## src/rtl/key_voice_alloc.sv

```systemverilog
// key_voice_alloc: the stage between the 4x4 key-matrix scanner and the organ
// tone generators. It latches the scanner bitmap on each frame strobe and
// debounces every key against that frame. It then walks the keys one per
// cycle, hands pressed keys to a fixed pool of voices and frees voices on
// release. Every assignment or release is reported as a one-cycle event.

module key_voice_alloc #(
  parameter int NUM_KEYS   = 16,
  parameter int NUM_VOICES = 4,
  parameter int DEB_SCANS  = 3,
  localparam int KW = $clog2(NUM_KEYS),
  localparam int VW = $clog2(NUM_VOICES)
) (
  input  logic                     clk,
  input  logic                     rst,
  input  logic [NUM_KEYS-1:0]      key,
  input  logic                     tc,
  output logic [NUM_KEYS-1:0]      stable_keys,
  output logic [NUM_VOICES-1:0]    voice_active,
  output logic [NUM_VOICES*KW-1:0] voice_key,
  output logic                     note_on,
  output logic                     note_off,
  output logic                     note_drop,
  output logic [KW-1:0]            ev_key,
  output logic [VW-1:0]            ev_voice,
  output logic                     busy
);

  // The counter never has to hold more than DEB_SCANS, because it clears on reaching it.
  localparam int CW = $clog2(DEB_SCANS + 1);

  typedef enum logic [1:0] {
    IDLE    = 2'd0,
    DEB     = 2'd1,
    SERVICE = 2'd2
  } state_t;

  state_t              state;
  logic                tc_q;
  logic                pend;
  logic [NUM_KEYS-1:0] cap;
  logic [NUM_KEYS-1:0] chg;
  logic [NUM_KEYS-1:0] voiced;
  logic [KW-1:0]       idx;
  logic [CW-1:0]       cnt [NUM_KEYS];

  logic                tc_rise;
  logic                free_found;
  logic [VW-1:0]       free_v;
  logic                match_found;
  logic [VW-1:0]       match_v;

  assign tc_rise = tc & ~tc_q;
  assign busy    = (state != IDLE);

  // Find the lowest free voice, and the voice that is sounding the key under the service pointer.
  always_comb begin
    // NOTE: every variable gets a default before the loops, so no path leaves it unassigned and no latch is inferred.
    free_found  = 1'b0;
    free_v      = '0;
    match_found = 1'b0;
    match_v     = '0;
    // Scan from the top down so that the last hit, which is the lowest index, wins.
    for (int v = NUM_VOICES - 1; v >= 0; v--) begin
      if (!voice_active[v]) begin
        free_found = 1'b1;
        free_v     = VW'(v);
      end
      if (voice_active[v] && (voice_key[v*KW +: KW] == idx)) begin
        match_found = 1'b1;
        match_v     = VW'(v);
      end
    end
  end

  // Frame capture, debounce, the key-service FSM and the registered event outputs.
  always_ff @(posedge clk) begin
    if (rst) begin
      // NOTE: the debounce counter array is cleared explicitly. Each counter is real per-key
      // state and must start at zero, so this array cannot stay uninitialised like a RAM.
      for (int k = 0; k < NUM_KEYS; k++) cnt[k] <= '0;
      state        <= IDLE;
      tc_q         <= 1'b0;
      pend         <= 1'b0;
      cap          <= '0;
      chg          <= '0;
      voiced       <= '0;
      idx          <= '0;
      stable_keys  <= '0;
      voice_active <= '0;
      voice_key    <= '0;
      note_on      <= 1'b0;
      note_off     <= 1'b0;
      note_drop    <= 1'b0;
      ev_key       <= '0;
      ev_voice     <= '0;
    end else begin
      // NOTE: non-blocking assignments throughout, so every branch reads the state from before this edge.
      tc_q      <= tc;
      note_on   <= 1'b0;
      note_off  <= 1'b0;
      note_drop <= 1'b0;

      // A frame edge is captured in any state. Edges that arrive while busy merge: the newest bitmap wins.
      if (tc_rise) cap <= key;

      // IDLE consumes a pending frame, and also an edge that arrives in the same cycle.
      // That way DEB follows the edge directly.
      if ((state == IDLE) && (pend || tc_rise)) pend <= 1'b0;
      else if (tc_rise)                         pend <= 1'b1;

      case (state)
        IDLE: begin
          if (pend || tc_rise) state <= DEB;
        end

        DEB: begin
          for (int k = 0; k < NUM_KEYS; k++) begin
            if (cap[k] == stable_keys[k]) begin
              cnt[k] <= '0;
            end else if (int'(cnt[k]) + 1 == DEB_SCANS) begin
              cnt[k]         <= '0;
              stable_keys[k] <= ~stable_keys[k];
              chg[k]         <= 1'b1;
            end else begin
              cnt[k] <= cnt[k] + CW'(1);
            end
          end
          idx   <= '0;
          state <= SERVICE;
        end

        SERVICE: begin
          if (chg[idx]) begin
            chg[idx] <= 1'b0;
            if (stable_keys[idx]) begin
              if (free_found) begin
                voice_active[free_v]              <= 1'b1;
                voice_key[int'(free_v)*KW +: KW]  <= idx;
                voiced[idx]                       <= 1'b1;
                note_on                           <= 1'b1;
                ev_key                            <= idx;
                ev_voice                          <= free_v;
              end else begin
                // No free voice: the key is dropped and stays unvoiced until it is released.
                note_drop <= 1'b1;
                ev_key    <= idx;
              end
            end else if (voiced[idx]) begin
              voiced[idx] <= 1'b0;
              if (match_found) begin
                voice_active[match_v] <= 1'b0;
                note_off              <= 1'b1;
                ev_key                <= idx;
                ev_voice              <= match_v;
              end
            end
          end
          if (idx == KW'(NUM_KEYS - 1)) state <= IDLE;
          else                          idx   <= idx + KW'(1);
        end

        default: state <= IDLE;
      endcase
    end
  end

endmodule

```

## config.mk

```make
export PLATFORM = sky130hd
export DESIGN_NAME = key_voice_alloc
export DESIGN_NICKNAME = d
export VERILOG_FILES = /design/src/rtl/key_voice_alloc.sv
export SDC_FILE = /design/constraint.sdc
export NUM_CORES = 1
export LEC_CHECK = 0
export CAP_MARGIN = 30
export CORE_MARGIN = 2
export CORE_UTILIZATION = 35
export CTS_CLUSTER_SIZE = 12
export DETAILED_ROUTE_END_ITERATION = 7
export GPL_ROUTABILITY_DRIVEN = 1
export PLACE_DENSITY = 0.52
export SLEW_MARGIN = 20
export SYNTH_ARGS = -nofsm -noshare
export SYNTH_HDL_FRONTEND = slang
export SYNTH_SLANG_ARGS = --single-unit
```

## constraint.sdc

```tcl
create_clock -name clk -period 3.66 [get_ports clk]
set_input_delay 0.732 -clock clk [delete_from_list [all_inputs] [get_ports clk]]
set_output_delay 0.732 -clock clk [all_outputs]
set_load 0.005 [all_outputs]
```

==> Word level (Yosys, flattened, before mapping) <==
Memories as Yosys holds them, arrays and structs flattened.
Index checks and enable logic that the tools add are counted.
{ "op_classes": {"add_sub_neg": 34, "order_cmp": 6, "n_eq_ne": 76, "n_shift": 2, "muxes": 359, "bitwise_logic": 93, "reduce_logical": 55} }
{ "op_table": {"columns": ["cell", "count"], "rows": [
  ["$mux 1", 275],
  ["$mux 2", 62],
  ["$reduce_and 4->1", 19],
  ["$ne 2x2->1 const B", 36],
  ["$mux 16", 4],
  ["$add 2x1->3 const B", 16],
  ["$eq 3x2->1 const B", 16],
  ["$or 1x1->1", 48],
  ["$reduce_and 3->1", 16],
  ["$not 1->1", 37],
  ["$neg 4->33", 1],
  ["$shift 4x33->16 const A", 1],
  ["$shiftx 4x33->16", 1],
  ["$add 2x1->2 const B", 16],
  ["$and 16x16->16", 2],
  ["$mux 4", 8],
  ["$pmux 16 s2", 1],
  ["$bwmux 16", 1],
  ["$eq 1x1->1", 16],
  ["$eq 4x4->1", 4],
  ["$not 16->16", 1],
  ["$or 16x16->16", 1],
  ["$bmux 1 s4", 3],
  ["$logic_and 1x1->1", 8],
  ["25 further kinds", 32]
]} }
{ "totals": {"ff_bits": 101, "mem_bits_rw": 32, "input_bits": 19, "out_inout_bits": 46, "word_cells": 671, "memories": 1} }
{ "memory_table": {"columns": ["name", "depth", "width", "read_ports", "rd_ports_with_merged_regs", "write_ports", "line", "text"], "rows": [
  ["cnt", 16, 2, 16, 0, 16, "45", "logic [CW-1:0] cnt [NUM_KEYS];"]
]} }

==> Depth between registers and ports, before layout <==
Gate-level depths: netlist of run 1.
{ "depth": {"word_depth": 15, "mapped_depth": 10, "mapped_depth_nobuf": 8} }

==> Least setup slack after synthesis of run 1 <==
Ideal clock, no wire load.
{ "synth_timing": {"path_kind": "reg2reg", "from": "register idx[0]", "to": "register voice_key[0]", "setup_ns": 0.116, "t_arrival_ns": 2.079, "t_required_ns": 3.544, "path_slack_ns": 1.465, "stages_incl_launch_ff": 7, "path_buffers": 1, "synth_period_minus_slack_ns": 2.195, "cell_sequence": "dfxtp_1 buf_4 mux4_2 a32o_2 o2111ai_1 nor3_1 a31o_2"} }
{ "synth_between": {"elab_chain_cells": 3, "elab_cells_between_ends": 7, "cone_classes": "shift (1); mux (5); reduce/logical (1)"} }
{ "synth_rtl": {"columns": ["item", "line", "text"], "rows": [
  ["start: declaration", "44", "logic [KW-1:0] idx;"],
  ["start signal: assignment", "160", "else idx <= idx + KW'(1);"],
  ["$bmux 1 s4, on equally long branches", "134, 136", null],
  ["$mux 1, on equally long branches", "134, 136", null],
  ["$reduce_and 4->1 (no line)", null, null],
  ["end signal: indexed assignment", "139", "voice_key[int'(free_v)*KW +: KW] <= idx;"],
  ["end: declaration", "20", "output logic [NUM_VOICES*KW-1:0] voice_key,"]
]} }
Several ways; a longest one is shown, not always the timed one. The select of a mux whose other input is x is not followed.
A chain may end at the register's enable or synchronous reset.

==> results of run 1 <==
==> logic make-up (layout without fill, tap and decap cells) <==
family          after synthesis  after routing
fa+ha+maj                    26             26
compound gates              134            134
mux                          27             27
buf+inv                      73            133
simple gates                267            267
xor+xnor                     26             26
flops                       133            133
==> metal layers <==
metal,part of all wire [%],vias up
met2,48,124
met4,2.0,0
met1,45,2591
met5,0,-
met3,4.2,26
li1,-,2622
==> worst min-delay path by stage <==
stage | from | endpoint | slack, ns | cells past startpoint
2_1_floorplan | chg[6] | chg[6] | 0.43 | 2
3_3_place_gp | chg[6] | chg[6] | 0.45 | 2
3_5_place_dp | chg[6] | chg[6] | 0.44 | 2
4_1_cts | chg[6] | chg[6] | 0.45 | 2
5_1_grt | ev_key[3] | ev_key[3] | 0.49 | 2
6_report | chg[6] | chg[6] | 0.45 | 2
==> stage by stage <==
stage	util (%)	cell area, um^2	hold WS, ns	power (W)	setup slack, ns
after floorplan	-	6510	0.429	0.00173	1.46
after global placement	40.3	7290	0.447	0.00180	0.712
after detailed placement	40.3	7290	0.444	0.00181	0.576
after CTS	43.3	7830	0.452	0.00339	0.558
after global routing	43.3	7840	0.486	0.00348	0.243
final	43.3	7840	0.453	0.00335	0.548
==> critical path, delay by kind of cell, from the launching register on <==
kind | cells | cell delay, ns
and+or+nand+nor | 1 | 0.60
AOI/OAI and AO/OA | 2 | 0.46
DFF | 1 | 0.80
muxes | 3 | 1.15
==> power groups by stage <==
stage               logic [W]  registers (W)  clock network (W)
floorplan            0.000140        0.00159                  0
detailed placement   0.000204        0.00161                  0
finish               0.000202        0.00157            0.00157
global route         0.000227        0.00158            0.00167
CTS                  0.000205        0.00157            0.00161
global placement     0.000197        0.00160                  0
==> layout by cell type, fill, tap and decap left out, drive strengths merged, types with 2 or more instances in the layout <==
cell | netlist | final
nand2 | 101 | 101
dfxtp | 101 | 101
clkdlybuf4s50 | 0 | 63
a21oi | 47 | 47
nand3 | 36 | 36
nor2 | 33 | 33
edfxtp | 32 | 32
nor4 | 31 | 31
ha | 26 | 26
inv | 26 | 26
nor3 | 23 | 23
xnor2 | 19 | 19
a31oi | 18 | 18
clkbuf | 32 | 18
a311oi | 17 | 17
mux2i | 15 | 15
a31o | 13 | 13
buf | 15 | 12
clkinv | 0 | 11
mux4 | 10 | 10
or2 | 8 | 8
xor2 | 7 | 7
nor2b | 7 | 7
o21ai | 6 | 6
and2 | 6 | 6
and3 | 5 | 5
a211oi | 5 | 5
a32o | 5 | 5
nand2b | 4 | 4
nand3b | 4 | 4
o2111ai | 4 | 4
or4 | 3 | 3
o41ai | 3 | 3
nand4 | 2 | 2
a22oi | 2 | 2
a21o | 2 | 2
o22ai | 2 | 2
a22o | 2 | 2
clkinvlp | 0 | 2
mux2 | 2 | 2
==> cell type report <==
class                      count  area (um^2)
fill                        1720        10200
inverter                      26         97.6
tap                          229          287
multi-input combinational    480         3210
timing repair buffer          75          718
sequential                   133         2980
clock inverter                14          114
clock buffer                  18          429
==> out/metrics.csv, run 1 <==
metric,value,unit
top cell type's share of synthesized area,31.1,%
Worst Setup SP,idx[3],
Synth top cells by count,"dfxtp_1, nand2_1, a21oi_1",
Ys Warns,0,
total grt overflow,0,
DIE WIDTH,140,um
synthesized flop and latch total,133,
"Top FF cell, synth",dfxtp_1,
flop-to-flop setup slack,0.55,ns
H-tree Lvls,4,
kind of critical path,reg -> reg,
Final #Nets,778,
GPL Wtd Cong,0.845,
TritonRoute pass-1 iters,5,
M2 GR Usage,30.3,%
dominant cell type by area after synthesis,dfxtp_1,
hpwl dp,12200,um
simple-gate share of the synthesized area,19.9,%
Final Hold Vio Count,0,
Syn Nets,731,
unrepaired setup endpoints after global routing,false,
RR Startpoint,idx[3],
Static Leak,2.70,nW
DRT iter0 DRCs,317,
share of post-route cells with drive strength above 1,11.0,%
register area share after synthesis,45.8,%
MaxCap Viol Count,0,
initial antenna violation count,0,
post-synthesis cell type count,62,
Avg WL per Cell,17.9,um
Sw Share,24.0,%
crit path max fanout,21,
CP peak stage delay,0.80,ns
reg2reg path depth,6,
Internal Pwr Total,0.00254,W
Finished Layout Cells,975,
row cnt,49,
Post-synth EDFFs,32,
CTS tree,done,
Synth Area in Adders,5.00,%
root buffer cell,clkbuf_16,
Psw,0.000804,W
clock power share,46.9,%
# diodes,0,
sequential power share,47.0,%
Post-Synthesis Cells,686,
Max Root-Sink Buffers,2,
Final setup viols,0,
Area contributors post-synth,"dfxtp_1, edfxtp_1, nand2_1, ha_1, a21oi_1",
mux share of post-synthesis cell area,6.34,%
Comb pwr share,6.0,%
clk slew on worst S/H paths,0.06,ns
Netlist Area Pre-Place,0.00651,mm^2
cts repair resizes,0,
Synth Area in Compound Gates,14.6,%
CP max stage cell,dfxtp_1,
post-synthesis xor/xnor area fraction,3.50,%
maximum VDD drop,0.000337,V
Final period util,85.0,%
Power Dens Cells,427,mW/mm^2
CP arrival,3.44,ns
"Async S/R FF share, synth",0,%
boundary pin count,65,
hold buffers post-CTS,0,
CTS Sinks,133,
Hold Crit Class,reg -> reg,
TNS Setup,0,ns
Final min period,3.11,ns
DR DRC count,0,
Slew @ Worst Pin,0.851,ns
first-pass GRT wire length,28200,um
routed vias,5363,
vias in the first global route,5264,
Total GRT Usage,18.4,%
total wire length,17500,um
clk_lat worst skew,0.43,ns
IO buf count,64,
Post-CTS Setup Inserts,0,
Antenna Nets Post-Route,0,
Max Clock Freq,0.321,GHz
Vias/cell,5.50,
largest net degree at the start of global routing,69,
core area,0.0181,mm^2
combinational family with the most area after synthesis,simple AND/OR/NAND/NOR gates,
CTS buffer count,17,
status,completed,
Pins Over Slew Limit,0,
GR peak layer,met2,
Clock Skew,0.00931,ns
Worst Path Required,3.98,ns
Initial Utilization,36.0,%
CP Launch Type,register,
CP cell instances,mux4_2 -> mux2i_1 -> mux2i_2 -> and2_1 -> a31oi_1 -> a311oi_1,
Global Route met3 Usage,3.56,%
Die ar.,0.0197,mm^2
Chip Height,140,um
critical path capture point type,register,
Syn Area/Cell,9.49,um^2
relative slew slack,42.2,%
met1 global-route usage,23.8,%
Post-Place Cells,942,
P&R area growth vs syn,20.4,%
Note: power is estimated with default switching activity, not from simulation.
==> inputs of run 2 (changes only) <==
--- a/config.mk
+++ b/config.mk
@@ -7,11 +7,12 @@
 export LEC_CHECK = 0
 export CAP_MARGIN = 30
 export CORE_MARGIN = 2
-export CORE_UTILIZATION = 35
+export CORE_UTILIZATION = 45
+export CTS_CLUSTER_DIAMETER = 40
 export CTS_CLUSTER_SIZE = 12
 export DETAILED_ROUTE_END_ITERATION = 7
 export GPL_ROUTABILITY_DRIVEN = 1
-export PLACE_DENSITY = 0.52
+export PLACE_DENSITY = 0.64
 export SLEW_MARGIN = 20
 export SYNTH_ARGS = -nofsm -noshare
 export SYNTH_HDL_FRONTEND = slang
==> run 2 against run 1 <==
Net effect:
- final area fell by 0.45%
- fmax up 2.6%
- first-iteration DRC count up 50%
- count of clock-buffer cells in the layout grew 9
- clock skew up 0.0046 ns
- clock power up 3%
- sequential power about the same
- sequential cell count stayed put
- combinational power is 2% lower
==> out/metrics.csv, run 2 (same netlist as run 1, synthesis figures left out) <==
metric,value,unit
kind of critical path,reg -> reg,
crit path max fanout,21,
total grt overflow,0,
Final Hold Vio Count,0,
vias in the first global route,5189,
CP Buf/Inv Count,1,
Initial Utilization,46.5,%
Power Dens Cells,435,mW/mm^2
routed vias,5352,
DRT iter0 DRCs,474,
initial antenna violation count,0,
"CP delay by family, top",compound AO/OA/AOI/OAI gates,
cts repair resizes,0,
Chip Height,124,um
CP arrival,3.34,ns
"commonest non-fill, non-tap cells in the layout","nand2_1, dfxtp_1, clkdlybuf4s50_1",
M2 GR Usage,34.4,%
row cnt,43,
first-pass GRT wire length,27400,um
relative slew slack,47.2,%
status,completed,
clk slew on worst S/H paths,0.06,ns
IO buf count,64,
Slew @ Worst Pin,0.791,ns
# diodes,0,
fill cell count,1278,
Max Root-Sink Buffers,2,
DIE WIDTH,124,um
TritonRoute pass-1 iters,6,
largest net degree at the start of global routing,55,
Final #Nets,779,
critical path capture point type,register,
hpwl dp,11600,um
Avg WL per Cell,17.7,um
Reg area,0.00298,mm^2
P&R area growth vs syn,19.9,%
CP cell instances,inv_1 -> a22o_1 -> nor4_1 -> o41ai_2 -> a211o_1 -> mux2_1,
pre-CTS setup slack,0.664,ns
H-tree Lvls,4,
Max Clock Freq,0.330,GHz
TNS Setup,0,ns
Post-CTS Setup Inserts,0,
CP Launch Type,register,
Hold Crit Class,reg -> reg,
Global Route met3 Usage,5.11,%
Static Leak,2.72,nW
DR DRC count,0,
GR peak layer,met2,
root buffer cell,clkbuf_16,
area of the multi-input gates,0.00321,mm^2
Total GRT Usage,22.0,%
Pins Over Slew Limit,0,
Final period util,82.9,%
CTS Sinks,133,
Vias/cell,5.77,
Die ar.,0.0154,mm^2
Final min period,3.03,ns
boundary pin count,65,
Post-Place Cells,893,
CP max stage cell,dfxtp_1,
CTS tree,done,
met1 global-route usage,30.2,%
MaxCap Viol Count,0,
CTS buffer count,17,
maximum VDD drop,0.000353,V
utilization after layout,55.8,%
core area,0.0140,mm^2
unrepaired setup endpoints after global routing,false,
CP peak stage delay,0.83,ns
hold buffers post-CTS,0,
clk_lat worst skew,0.43,ns
share of post-route cells with drive strength above 1,10.4,%
hold_ws,0.460,ns
Final setup viols,0,
Antenna Nets Post-Route,0,
Finished Layout Cells,927,
Worst Path Required,3.97,ns
GPL Wtd Cong,0.871,
Clock Skew,0.0139,ns
total wire length,16400,um
Final WS setup,0.628,ns
[run 2: cell types whose count changed in the layout (fill, tap and decap cells not counted)]
cell,change
clkbuf_1,+6
clkinv_2,-2
clkinv_1,-1
clkinvlp_4,-2
clkbuf_16,+1
clkinv_4,-4
buf_8,+1
clkbuf_8,+2
[run 2: area by class of cell]
| type | instances | share of cell area [%] |
|---|---|---|
| clock inverter | 5 | 0.641 |
| sequential | 133 | 38.2 |
| multi-input combinational | 480 | 41.1 |
| clock buffer | 27 | 6.46 |
| tap | 180 | 2.89 |
| timing repair buffer | 76 | 9.40 |
| inverter | 26 | 1.25 |
[run 2: per-stage QoR]
step | area (um^2) | power [W]
after detailed placement | 7230 | 0.00180
after global routing | 7800 | 0.00351
after floorplan | 6510 | 0.00173
after CTS | 7780 | 0.00341
final | 7800 | 0.00339
after global placement | 7230 | 0.00179
[run 2: final timing paths]
path | startpoint | to | slack [ns] | cells past startpoint
worst max-delay path | idx[3] | ev_voice[1] | 0.63 | 6
worst min-delay path | chg[6] | chg[6] | 0.46 | 2
worst max register to register | idx[3] | ev_voice[1] | 0.63 | 6
worst min register to register | chg[6] | chg[6] | 0.46 | 2
[run 2: worst min-delay path, cell delays in order, from the launching register on]
cell and delay [ns]:
dfxtp_1 0.31, nand2_1 0.05, a21oi_1 0.05
[run 2: power breakdown]
| group | internal (W) | leakage, nW | switching, W |
|---|---|---|---|
| sequential | 0.00154 | 1.15 | 0.0000295 |
| combinational | 0.0000759 | 1.29 | 0.000123 |
| clock | 0.00101 | 0.274 | 0.000613 |
| total | 0.00263 | 2.72 | 0.000765 |
[run 2: metal layers]
metal | vias up | share of wire [%]
met5 | - | 0
met4 | 0 | 1.8
met3 | 22 | 5.2
met2 | 134 | 47
met1 | 2584 | 46
li1 | 2612 | -
